[config.mk]
export PLATFORM = sky130hd
export DESIGN_NAME = mmio_io_hub
export DESIGN_NICKNAME = d
export VERILOG_FILES = /design/src/rtl/mmio_io_hub.sv
export SDC_FILE = /design/constraint.sdc
export NUM_CORES = 1
export LEC_CHECK = 0
export CELL_PAD_IN_SITES_DETAIL_PLACEMENT = 1
export CELL_PAD_IN_SITES_GLOBAL_PLACEMENT = 1
export CORE_MARGIN = 2
export CORE_UTILIZATION = 39
export CTS_BUF_LIST = sky130_fd_sc_hd__clkbuf_16
export CTS_CLUSTER_DIAMETER = 150
export DETAILED_ROUTE_END_ITERATION = 12
export PLACE_DENSITY = 0.85
export SLEW_MARGIN = 20
export SYNTH_ARGS = -nofsm -noshare
export SYNTH_HDL_FRONTEND = slang
export SYNTH_SLANG_ARGS = --single-unit
export TNS_END_PERCENT = 5
[constraint.sdc]
create_clock -name clk -period 8.6 [get_ports clk]
set_clock_uncertainty 0.2 [all_clocks]
set_input_delay 0.86 -clock clk [delete_from_list [all_inputs] [get_ports clk]]
set_output_delay 0.86 -clock clk [all_outputs]
set_load 0.05 [all_outputs]
[src/rtl/mmio_io_hub.sv]
// mmio_io_hub: memory-mapped I/O hub between the core load/store path and board peripherals.
//
// One 256-byte IO window at IO_BASE (addr[31:8] compared, addr[1:0] ignored):
//   0x00+4i OUT[i]  R/W   write-back output registers driving out_data/out_strobe
//   0x40+4i SNAP[i] RO    switch snapshots taken on conf_pulse, zero-extended
//   0x80    STATUS  R/W1  [0] conf_flag [1] nonempty [2] full [3] overflow [9:4] count;
//                         read clears conf_flag/overflow, write with wdata[4]=1 flushes FIFO
//   0x84    KEYPOP  RO    pops the keypad FIFO head (0 when empty)
//   0x88    KEYCNT  RO    FIFO occupancy
//   0x8C    IRQEN   R/W   only with MMIO_HUB_IRQ_EN defined (adds the irq output)
//
// Ports:
//   clk, rstn                       clock, asynchronous active-low reset
//   addr, rd_en, wr_en, wdata       core bus request
//   rdata, hit                      combinational load data and window hit
//   conf_pulse, in_data             snapshot trigger and live switch channels
//   key_valid, key_code             keypad push
//   out_data, out_strobe            registered outputs and one-cycle update strobes
//   irq                             registered interrupt (MMIO_HUB_IRQ_EN only)
//
// Optional feature macro: MMIO_HUB_IRQ_EN.

module mmio_io_hub #(
  parameter logic [31:0] IO_BASE    = 32'hFFFF_FC00,
  parameter int unsigned NUM_OUT    = 2,
  parameter int unsigned NUM_IN     = 1,
  parameter int unsigned IN_W       = 12,
  parameter int unsigned FIFO_DEPTH = 8
) (
  input  logic                   clk,
  input  logic                   rstn,
  input  logic [31:0]            addr,
  input  logic                   rd_en,
  input  logic                   wr_en,
  input  logic [31:0]            wdata,
  output logic [31:0]            rdata,
  output logic                   hit,
  input  logic                   conf_pulse,
  input  logic [NUM_IN*IN_W-1:0] in_data,
  input  logic                   key_valid,
  input  logic [3:0]             key_code,
  output logic [NUM_OUT*32-1:0]  out_data,
  output logic [NUM_OUT-1:0]     out_strobe
`ifdef MMIO_HUB_IRQ_EN
  ,
  output logic                   irq
`endif
);

  localparam int unsigned PW = $clog2(FIFO_DEPTH);
  localparam int unsigned CW = PW + 1;

  // Word indices (addr[7:2]) of the fixed registers.
  localparam logic [5:0] WStatus = 6'h20;
  localparam logic [5:0] WKeyPop = 6'h21;
  localparam logic [5:0] WKeyCnt = 6'h22;
`ifdef MMIO_HUB_IRQ_EN
  localparam logic [5:0] WIrqEn  = 6'h23;
`endif

  // ---------------------------------------------------------------------------
  // State
  // ---------------------------------------------------------------------------
  logic [NUM_OUT*32-1:0] out_q;
  logic [NUM_OUT-1:0]    strobe_q;
  logic [IN_W-1:0]       snap_q [NUM_IN];
  logic                  conf_q, conf_d;
  logic                  ovf_q, ovf_d;
  logic [3:0]            fifo_q [FIFO_DEPTH];
  logic [PW-1:0]         wp_q, wp_d;
  logic [PW-1:0]         rp_q, rp_d;
  logic [CW-1:0]         cnt_q, cnt_d;

  // ---------------------------------------------------------------------------
  // Decode
  // ---------------------------------------------------------------------------
  logic [5:0] widx;
  logic       rd_act, wr_act;
  logic       unused_addr;

  assign widx        = addr[7:2];
  assign unused_addr = ^addr[1:0];
  assign hit         = (addr[31:8] == IO_BASE[31:8]);
  // A simultaneous read and write is a write only: no read data, no read side effect.
  assign rd_act      = rd_en & ~wr_en & hit;
  assign wr_act      = wr_en & hit;

  logic [NUM_OUT-1:0] out_wr;

  always_comb begin
    out_wr = '0;
    for (int unsigned i = 0; i < NUM_OUT; i++) begin
      out_wr[i] = wr_act & (widx == 6'(i));
    end
  end

  // ---------------------------------------------------------------------------
  // FIFO control
  // ---------------------------------------------------------------------------
  logic fifo_full, fifo_nonempty;
  logic status_rd, pop, push, drop, flush;

  assign fifo_full     = (cnt_q == CW'(FIFO_DEPTH));
  assign fifo_nonempty = (cnt_q != '0);
  assign status_rd     = rd_act & (widx == WStatus);
  assign pop           = rd_act & (widx == WKeyPop) & fifo_nonempty;
  assign flush         = wr_act & (widx == WStatus) & wdata[4];
  // A pop in the same cycle frees the slot, so a push onto a full FIFO is not dropped.
  assign push          = key_valid & (~fifo_full | pop) & ~flush;
  assign drop          = key_valid & fifo_full & ~pop;

  always_comb begin
    wp_d  = wp_q;
    rp_d  = rp_q;
    cnt_d = cnt_q;
    if (flush) begin
      // Flush beats any concurrent push; read pointer catches up to write pointer.
      rp_d  = wp_q;
      cnt_d = '0;
    end else begin
      if (push) wp_d = wp_q + PW'(1);
      if (pop)  rp_d = rp_q + PW'(1);
      if (push && !pop)      cnt_d = cnt_q + CW'(1);
      else if (pop && !push) cnt_d = cnt_q - CW'(1);
    end
  end

  // Set beats clear for both sticky flags.
  assign conf_d = conf_pulse | (conf_q & ~status_rd);
  assign ovf_d  = drop | (ovf_q & ~status_rd);

  // ---------------------------------------------------------------------------
  // Registers
  // ---------------------------------------------------------------------------
  always_ff @(posedge clk or negedge rstn) begin
    if (!rstn) begin
      out_q    <= '0;
      strobe_q <= '0;
      conf_q   <= 1'b0;
      ovf_q    <= 1'b0;
      wp_q     <= '0;
      rp_q     <= '0;
      cnt_q    <= '0;
      for (int unsigned i = 0; i < NUM_IN; i++) snap_q[i] <= '0;
      for (int unsigned i = 0; i < FIFO_DEPTH; i++) fifo_q[i] <= '0;
    end else begin
      for (int unsigned i = 0; i < NUM_OUT; i++) begin
        if (out_wr[i]) out_q[i*32 +: 32] <= wdata;
      end
      strobe_q <= out_wr;
      if (conf_pulse) begin
        for (int unsigned i = 0; i < NUM_IN; i++) snap_q[i] <= in_data[i*IN_W +: IN_W];
      end
      if (push) fifo_q[wp_q] <= key_code;
      conf_q <= conf_d;
      ovf_q  <= ovf_d;
      wp_q   <= wp_d;
      rp_q   <= rp_d;
      cnt_q  <= cnt_d;
    end
  end

  assign out_data   = out_q;
  assign out_strobe = strobe_q;

`ifdef MMIO_HUB_IRQ_EN
  logic [1:0] irqen_q;
  logic       irq_q;

  always_ff @(posedge clk or negedge rstn) begin
    if (!rstn) begin
      irqen_q <= 2'b00;
      irq_q   <= 1'b0;
    end else begin
      if (wr_act && (widx == WIrqEn)) irqen_q <= wdata[1:0];
      irq_q <= (irqen_q[0] & conf_q) | (irqen_q[1] & fifo_nonempty);
    end
  end

  assign irq = irq_q;
`endif

  // ---------------------------------------------------------------------------
  // Read mux
  // ---------------------------------------------------------------------------
  logic [31:0] status;
  logic [5:0]  cnt_field;

  assign cnt_field = 6'(cnt_q);

  always_comb begin
    status      = '0;
    status[0]   = conf_q;
    status[1]   = fifo_nonempty;
    status[2]   = fifo_full;
    status[3]   = ovf_q;
    status[9:4] = cnt_field;
  end

  always_comb begin
    rdata = '0;
    if (rd_act) begin
      for (int unsigned i = 0; i < NUM_OUT; i++) begin
        if (widx == 6'(i)) rdata = out_q[i*32 +: 32];
      end
      for (int unsigned i = 0; i < NUM_IN; i++) begin
        if (widx == 6'(16 + i)) rdata = 32'(snap_q[i]);
      end
      case (widx)
        WStatus: rdata = status;
        WKeyPop: rdata = fifo_nonempty ? 32'(fifo_q[rp_q]) : 32'd0;
        WKeyCnt: rdata = 32'(cnt_q);
`ifdef MMIO_HUB_IRQ_EN
        WIrqEn:  rdata = 32'(irqen_q);
`endif
        default: ;
      endcase
    end
  end

endmodule

# Yosys cells after proc, flatten, opt, wreduce, memory -nomap -nowiden

Index checks and enable logic that the tools add are counted.

Logic and storage cells: 84
Bits in registers: 122
ROM bits: 0
Bits of input ports: 86
Memories kept: 0
Latch bits: 0
Bits in writable memories: 0

Reductions and logical operators: 10
Order comparisons: 3
Shift-type cells: 0
Equal/unequal tests: 7
$add $sub $neg: 4
Multipliers: 0
Div/mod/pow operators: 0
Bitwise operators: 26
Mux-type cells: 17

Operator list:

| cell                                                       | number |
|---|---|
| 2-to-1 mux 32 bit                                          | 4 |
| case mux 32 bit (3 select lines)                           | 1 |
| bitwise mux 32 bit                                         | 1 |
| 2-to-1 mux 4 bit                                           | 7 |
| equality test 24 bit, second input constant                | 1 |
| equality test 6 bit, second input constant                 | 3 |
| bitwise AND 1 bit                                          | 16 |
| binary-select mux 4 bit (select 3 bit)                     | 1 |
| demux 4 bit (select 3 bit)                                 | 1 |
| greater-or-equal comparator 4 bit, second input constant   | 2 |
| NOT 3 -> 4 bit                                             | 2 |
| adder 3 x 1 -> 3 bit, second input constant                | 2 |
| equality test 6 x 1 -> 1 bit, second input constant        | 1 |
| equality test 6 x 5 -> 1 bit, second input constant        | 1 |
| zero test 6 bit                                            | 1 |
| 2-to-1 mux 3 bit                                           | 2 |
| NOT 1 bit                                                  | 5 |
| adder 4 x 1 -> 4 bit, second input constant                | 1 |
| equality test 4 bit, second input constant                 | 1 |
| less-than comparator 4 x 1 -> 1 bit, second input constant | 1 |
| nonzero test 4 bit                                         | 1 |
| subtractor 4 x 1 -> 4 bit, second input constant           | 1 |
| logical AND 1 bit                                          | 3 |
| OR 1 bit                                                   | 3 |
| other kinds (4)                                            | 5 |

# Longest topological paths before layout

Depth after elaboration: 13
Mapped depth: 12
Gate-level depth less buffers: 11

# Worst setup path before layout

Ideal clock, no wire load.

Kind: in2out
Start: input addr[5]
End: output rdata[2]
Stages on the path: 5
Arrival: 3.449 ns
Required time: 7.540 ns
Setup slack: 4.091 ns
Cells stage by stage: or4_1 -> nor3_1 -> clkbuf_1 -> a21oi_1 -> a311oi_1

Cells in the longest elaborated chain, start to end: 6

RTL lines:

| what                               | RTL line | text |
|---|---|---|
| start, declared                    | 32       | `input logic [31:0] addr,` |
| zero test 6 bit                    | 204      | `if (widx == 6'(i)) rdata = out_q[i*32 +: 32];` |
| 2-to-1 mux 32 bit (2 in series)    | 204      |  |
| 2-to-1 mux 32 bit                  | 207      | `if (widx == 6'(16 + i)) rdata = 32'(snap_q[i]);` |
| case mux 32 bit (3 select lines) * | 209      | `case (widx)` |
| 2-to-1 mux 32 bit *                | 202      | `if (rd_act) begin` |
| end, declared                      | 36       | `output logic [31:0] rdata,` |

Every way passes the cells marked *; elsewhere a longest branch is shown, timed or not.

# Worst setup path after layout

Start: input addr[27]
End: output rdata[30]

Cells in the longest elaborated chain, start to end: 3

RTL lines:

| what                 | RTL line | text |
|---|---|---|
| equality test 24 bit | 83       | `assign hit = (addr[31:8] == IO_BASE[31:8]);` |
| bitwise AND 1 bit    | 85       | `assign rd_act = rd_en & ~wr_en & hit;` |
| 2-to-1 mux 32 bit    | 202      |  |

No other way between the ends.

==> qor.csv <==
metric,value,unit
Worst Tran Pin Value,1.062,ns
share of cells above drive strength 1,25.78,%
metal2 WL,9.717,mm
CP endpoint kind,output pin,
Peak Freq,173.8,MHz
Met1 Wirelength,7.475,mm
Setup CP Type,in -> out,
DR WL met3,1.564,mm
most common flop cell mapped by yosys,dfrtp_1,
Post-Syn Instances,451,
setup TNS,0,ns
dpl cell area,7796,µm²
Worst path slowest cell,or3_1,
Die H,126.1,µm
DRT Pass-1 Iters,8,
Clock transition at path regs,0.05,ns
htree depth,4,
# hold bufs at CTS,0,
top sig layer,met4,
critical path's top delay family,simple AND/OR/NAND/NOR gates,
# rows,44,
FF-to-FF End,fifo_q[4],
synthesized flop and latch total,122,
post-DR wirelength/cell,23.35,µm
Post-route DRC,0,
RSZ-0062 raised after global routing,no,
synthesized area per cell,12.90,µm²
WL final,19.24,mm
routability cong.,0.7891,
worst-path fanout max,20,
first-pass GRT wire length,30.18,mm
Num CTS Buffers,17,
core area,14530,µm²
"Buf+Inv Stages, Crit Path",2,
crit path time final,5.753,ns
Post-CTS Setup Bufs,0,
status,finished clean,
Fill cells,1451,
most frequent cells in the layout,"clkdlybuf4s50_1 (181), dfrtp_1 (122), mux2_2 (113)",
Synth-to-Final Area Change,45.04,%
design area,8437,µm²
worst skew pair latency,0.42,ns
Worst Setup Start Kind,primary input,
"Net Count, Synth",542,
Worst IR Drop VDD,0.1404,mV
worst r2r path cells,6,
# port buffers,182,
initial antenna violation count,0,
Worst Hold Class,in -> async,
CP required,7.54,ns
count of cells resized by post-cts repair,0,
Final Hold Viols,0,
"commonest non-fill, non-tap cell in the layout",clkdlybuf4s50_1,
Final ANT Viol Nets,0,
final hold slack,0.2311,ns
routed via count,4679,
PwrDens,225.0,nW/µm²
Post-Syn Area,5817,µm²
Slew Limit Fails,0,
antenna cell count,0,
Via density,5.678,
"Arr. time, crit path",4.69,ns
total track usage,24.86,%
grt ovf,0,
synth warn,0,
Max-Slew Margin vs Limit,29.14,%
"FFs w/ async S/R, synth",100.0,%
vias in the first global route,5329,
DP Wirelength,13.00,mm
final setup margin,2.847,ns
number of synthesized flops with an enable pin,0,
pin count of the biggest net entering global routing,79,
nets@finish,718,
Sink Count,122,
Util after Layout,58.05,%
most frequent CP cell,clkdlybuf4s50_1,
CTS tree,yes,
Final period util,66.90,%
Crit path largest cell delay,0.90,ns
die width,126.1,µm
max-capacitance violation count,0,
Starting Density,40.02,%
sequential-to-total area share from yosys stat,52.48,%
IO Count,185,
Reg2Reg Setup Slack,5.48,ns
reg-to-reg startpoint,cnt_q[0],
Cell variety after synth,52,
CTS Root Cell,clkbuf_16,
DIE AREA,15910,µm²
Post-Place Setup Slack,2.845,ns
worst-path cell chain,clkdlybuf4s50_1 -> nand4_1 -> nor4_2 -> nand3_1 -> or3_1 -> nor2_1 -> clkdlybuf4s50_1,
clk buf depth,2,
final setup fails,0,
initial DRC count,280,
Leakage,3.540,nW
## Yosys cell counts (all sizes together) (4+ instances only)
| cell | number | area (µm²) |
|---|---|---|
| dfrtp | 122 | 3053 |
| mux2 | 114 | 1284 |
| nor2 | 36 | 135.1 |
| clkbuf | 26 | 97.59 |
| a22oi | 21 | 157.7 |
| nand2 | 17 | 63.81 |
| a21oi | 10 | 50.05 |
| a222oi | 8 | 80.08 |
| mux4 | 8 | 180.2 |
| nand4 | 8 | 50.05 |
| inv | 5 | 18.77 |
| nand3 | 5 | 30.03 |
| o22ai | 5 | 31.28 |
| xnor2 | 5 | 43.79 |
| ha | 4 | 50.05 |
| nor2b | 4 | 25.02 |
| nor3 | 4 | 25.02 |
## logic make-up (layout without fill, tap and decap cells)
logic type               Yosys count  count (layout)  share of synthesized area [%]
buffers and inverters             34             223                          2.452
flip-flops                       122             122                          52.48
XOR/XNOR                           8               8                          1.205
adder cells (fa/ha/maj)            5               5                          1.205
AO/OA/AOI/OAI                     61              61                          7.937
multiplexers                     124             124                          25.51
AND/OR/NAND/NOR                   97              97                          9.206
## where the power goes
group	switching, mW	leakage [nW]	internal (mW)
logic	0.141	1.62	0.204
registers	0.0926	1.59	0.677
clock network	0.251	0.330	0.533
total	0.484	3.54	1.41
## worst reg2reg max path, delay by kind of cell, from the launching register on
kind	cells	cell delay [ns]
AOI/OAI and AO/OA	1	0.47
DFF	1	0.52
muxes	1	0.37
and+or+nand+nor	4	1.43
## registers in the layout, indices dropped and copies added, names as in the netlist
signal / cells
out_data: 64
fifo_q: 32
snap_q: 12
cnt_q: 4
rp_q: 3
wp_q: 3
out_strobe: 2
conf_q: 1
ovf_q: 1
## worst max path at each step
stage,end,slack (ns),depth (start not counted),start
finish,rdata[30],2.85,7,addr[27]
global route,rdata[17],2.56,7,addr[27]
CTS,rdata[30],2.81,7,addr[27]
detailed placement,rdata[30],2.84,7,addr[27]
global placement,rdata[2],2.95,8,addr[5]
floorplan,rdata[2],4.09,5,addr[5]
## area by class of cell
class,count,area [µm²],share of cell area (%)
timing repair buffer,186,1849,21.92
inverter,5,18.77,0.2225
clock inverter,15,215.2,2.551
clock buffer,17,425.4,5.042
tap,184,230.2,2.729
sequential,122,3053,36.19
multi-input combinational,295,2645,31.35
## per-stage QoR
stage | power [mW] | std cells
2_1_floorplan | 0.9804 | 451
5_1_grt | 1.980 | 824
4_1_cts | 1.908 | 824
6_report | 1.898 | 824
3_3_place_gp | 1.074 | 792
3_5_place_dp | 1.114 | 792
## per-layer routing
| layer | global-route usage (%) | up-vias |
|---|---|---|
| met5 | 0 | - |
| met4 | 10.34 | 0 |
| met3 | 8.496 | 40 |
| met2 | 42.92 | 188 |
| met1 | 28.15 | 2407 |
| li1 | - | 2044 |
(Power assumes the default switching activity.)
